===== config.mk =====
export PLATFORM = sky130hd
export DESIGN_NAME = stream_upsizer
export DESIGN_NICKNAME = d
export VERILOG_FILES = /design/src/rtl/stream_upsizer.sv
export SDC_FILE = /design/constraint.sdc
export NUM_CORES = 1
export LEC_CHECK = 0
export ABC_AREA = 1
export CAP_MARGIN = 15
export CORE_AREA = 3 3 84 86
export DETAILED_ROUTE_END_ITERATION = 16
export DIE_AREA = 0 0 87 89
export SYNTH_ARGS = -nofsm -noshare
export SYNTH_HDL_FRONTEND = slang
export SYNTH_SLANG_ARGS = --single-unit

===== constraint.sdc =====
create_clock -name clk -period 2.91 [get_ports clk]
set_input_delay 0.291 -clock clk [delete_from_list [all_inputs] [get_ports clk]]
set_output_delay 0.291 -clock clk [all_outputs]
set_load 0.1 [all_outputs]

===== src/rtl/stream_upsizer.sv =====
// stream_upsizer: packs RATIO narrow valid/ready beats into one wide word with per-lane keep and last.
// Ports: clk/rst (sync, active-high); valid_s/ready_s/data_s/last_s narrow input stream;
// valid_m/ready_m/data_m/keep_m/last_m wide output stream (lane i = data_m[i*DATA_WIDTH +: DATA_WIDTH]).
// The accumulation register is the output register, so data_s never reaches data_m combinationally.
module stream_upsizer #(
  parameter int DATA_WIDTH = 8,
  parameter int RATIO = 4,
  parameter int CNT_W = $clog2(RATIO) + 1
) (
  input  logic                        clk,
  input  logic                        rst,
  input  logic                        valid_s,
  output logic                        ready_s,
  input  logic [DATA_WIDTH-1:0]       data_s,
  input  logic                        last_s,
  output logic                        valid_m,
  input  logic                        ready_m,
  output logic [DATA_WIDTH*RATIO-1:0] data_m,
  output logic [RATIO-1:0]            keep_m,
  output logic                        last_m
);
  logic [CNT_W-1:0] cnt;
  logic acc, drain, fin;
  logic [DATA_WIDTH*RATIO-1:0] nxt_data;
  logic [RATIO-1:0] nxt_keep;
  assign ready_s = !valid_m || ready_m;
  assign acc = valid_s && ready_s;
  assign drain = valid_m && ready_m;
  assign fin = last_s || cnt == CNT_W'(RATIO - 1);
  // A draining word is replaced by a freshly cleared one, so untouched lanes read 0.
  for (genvar l = 0; l < RATIO; l++) begin : g_lane
    assign nxt_data[l*DATA_WIDTH +: DATA_WIDTH] = cnt == CNT_W'(l) ? data_s :
                                                  drain ? '0 : data_m[l*DATA_WIDTH +: DATA_WIDTH];
    assign nxt_keep[l] = cnt == CNT_W'(l) || (!drain && keep_m[l]);
  end
  always_ff @(posedge clk) begin
    if (rst) begin
      valid_m <= 1'b0;
      last_m  <= 1'b0;
      data_m  <= '0;
      keep_m  <= '0;
      cnt     <= '0;
    end else if (acc) begin
      data_m  <= nxt_data;
      keep_m  <= nxt_keep;
      valid_m <= fin;
      last_m  <= fin && last_s;
      cnt     <= fin ? '0 : cnt + CNT_W'(1);
    end else if (drain) begin
      valid_m <= 1'b0;
      last_m  <= 1'b0;
      data_m  <= '0;
      keep_m  <= '0;
    end
  end
endmodule


==> impl_metrics.tcl <==
set metrics [dict create \
    ys_warn_count 0 \
    post_drt_wl_per_cell_um 11.1 \
    cts_buffers 5 \
    fin_skew_ps 6.64 \
    period_minus_slack_ps 1740 \
    syn_area_mm2 0.00219 \
    synth_compound_area_share_pct 2.80 \
    ir_drop_mv 0.326 \
    area_growth_pct 23.6 \
    min_path_type "register to register" \
    final_common_cell "nor2_1" \
    synth_top_family_by_area "simple AND/OR/NAND/NOR gates" \
    maxSlewViolCount 0 \
    hold_viol 0 \
    vias_per_cell 4.39 \
    antenna_found_initial 0 \
    wl_met3_um 247 \
    drt_iter0_markers 139 \
    fmax_mhz 574 \
    finalPower_mw 1.71 \
    tightest_slew_ps 620 \
    clk_pin_slew_ps 80 \
    synth_top_area_share_pct 37.4 \
    first_global_vias 1954 \
    grt_max_degree 35 \
    cts_resized 0 \
    arrival_ps 1940 \
    min_period_over_period_pct 59.9 \
    crit_path_start_kind "register" \
    crit_type "register to register" \
    grt_overflow 0 \
    gp_routability_congestion 0.726 \
    num-fill-cells 673 \
    fp-row-count 29 \
    n_antenna_cell 0 \
    status "complete, no violations" \
    critical_path_peak_fanout 28 \
    synth_xor_area_share_pct 0 \
    cts_tree "built" \
    synth-simple-area-share_pct 44.8 \
    grt_pass1_wl_um 8860 \
    synthesis.instances 349 \
    hold_buffers 0 \
    vias 2059 \
    p_leak_nw 1.40 \
    end_kind "register" \
    wirelength_um 5210 \
    synth-seq-area-share_pct 37.4 \
    worst_slack_ps 1170 \
    multi_input_area_mm2 0.00111 \
    htree_num_levels 2 \
    io_pins 52 \
    top_layer_used "met4" \
    die_h_um 89 \
    tns_ps 0 \
    mostFrequentLayoutCells "nor2_1 (100), nand2_1 (98), dfxtp_1 (41)" \
    dp_cells 461 \
    final_cells 469 \
    power_density_mw_per_mm2 629 \
    cts.sinks 41 \
    clockRootBuffer "clkbuf_8" \
    die_w_um 87 \
    postCtsSetupBuffers 0 \
    ff_latch_area_um2 821 \
    route.detailed.drc 0 \
    avgSynthCellArea_um2 6.28 \
    max_cap_violations 0 \
    rsz0062_at_grt "false" \
    clk_latency_ps 290 \
    dr.pass1.iters 4 \
    synthAdderAreaFrac_pct 2.85 \
    portBuffers 51 \
    start_util_pct 34.5 \
    drt-met1-wl_um 2370 \
    synth_area_leader_cell "dfxtp_1" \
    track_usage_pct 14.2 \
    synth_nets 367 \
    layout.nets 409 \
    drtAntennaViolNets 0 \
    die-area_mm2 0.00774 \
    core_mm2 0.00635 \
    ys_ff_latch 41 \
    cp_data_required_time_ps 3100 \
    max_slew_margin_pct 58.5 \
    dpl.hpwl_um 3610 \
    wl_met2_um 2530 \
    synth_mux_area_share_pct 0 \
    pre_cts_ws_ps 1020 \
    drive_gt1_share_pct 14.8 \
    synthTopCellsByArea "dfxtp_1 (37%), nor2_1 (17%), nand2_1 (17%)" \
    clockBufferDepth 2 \
    ys_types 17 \
    finalSetupViolCount 0 \
]
-- routing by layer --
metal | global-route usage, % | vias up
met5 | 0 | -
met2 | 25.3 | 42
li1 | - | 1122
met1 | 17.3 | 891
met4 | 3.82 | 0
met3 | 2.95 | 4
-- report_power, final --
| part | total [mW] | switching, mW | internal (mW) | leakage [nW] |
|---|---|---|---|---|
| combinational | 0.601 | 0.465 | 0.136 | 1.01 |
| clock | 0.474 | 0.194 | 0.280 | 0.0585 |
| sequential | 0.630 | 0.0250 | 0.605 | 0.336 |
| total | 1.71 | 0.685 | 1.02 | 1.40 |
-- sequential cells by signal, indices dropped and copies added, names as in the netlist --
name,cells
keep_m,4
valid_m,1
data_m,32
last_m,1
cnt,3
-- stage by stage --
stage | util (%) | hold WS, ps | area (um2)
5_1_grt | 42.7 | 514 | 2710
6_report | 42.7 | 491 | 2710
3_5_place_dp | 40.8 | 478 | 2590
2_1_floorplan | - | 434 | 2190
3_3_place_gp | 40.8 | 476 | 2590
4_1_cts | 42.7 | 489 | 2710
-- cells in the mapped netlist --
cell      number
nand3_1       29
inv_2          2
dfxtp_1       41
buf_4          3
nand2_2        1
ha_1           5
nor2_1       100
buf_6          4
nand2_1       98
a21boi_2       1
clkbuf_1       2
a21oi_1        8
o21ai_0        2
nand2_4        6
inv_1         38
buf_2          8
nand2_8        1
-- cell families (layout without fill, tap and decap cells) --
kind of cell / after synthesis / after routing
and+or+nand+nor: 235 / 235
buffers and inverters: 57 / 100
DFF: 41 / 41
AOI/OAI and AO/OA: 11 / 11
adders and majority gates: 5 / 5
-- critical path, cell delays in order (launching register included) --
cell and delay (ps):
dfxtp_1 320, inv_2 320, ha_1 440, inv_1 110, nand2_1 120, nand2_4 130, nor2_1 140, nor2_1 50
-- path summary, 6_finish.rpt --
kind	from	end	slack, ps	cells past startpoint
worst max-delay path	cnt[2]$_SDFFE_PP0P_	data_m[31]$_SDFFE_PP0P_	1170	7
worst min-delay path	cnt[2]$_SDFFE_PP0P_	cnt[2]$_SDFFE_PP0P_	490	2
worst max register to register	cnt[2]$_SDFFE_PP0P_	data_m[31]$_SDFFE_PP0P_	1170	7
worst min register to register	cnt[2]$_SDFFE_PP0P_	cnt[2]$_SDFFE_PP0P_	490	2
-- layout make-up --
cell class	instances	area share [%]
clock inverters	1	1.11
clock buffers	7	3.19
flip-flops and latches	41	30.3
repair buffers	52	15.5
multi-input cells	251	40.8
inverters	40	5.54
well taps	77	3.55
Note: power is estimated with default switching activity, not from simulation.
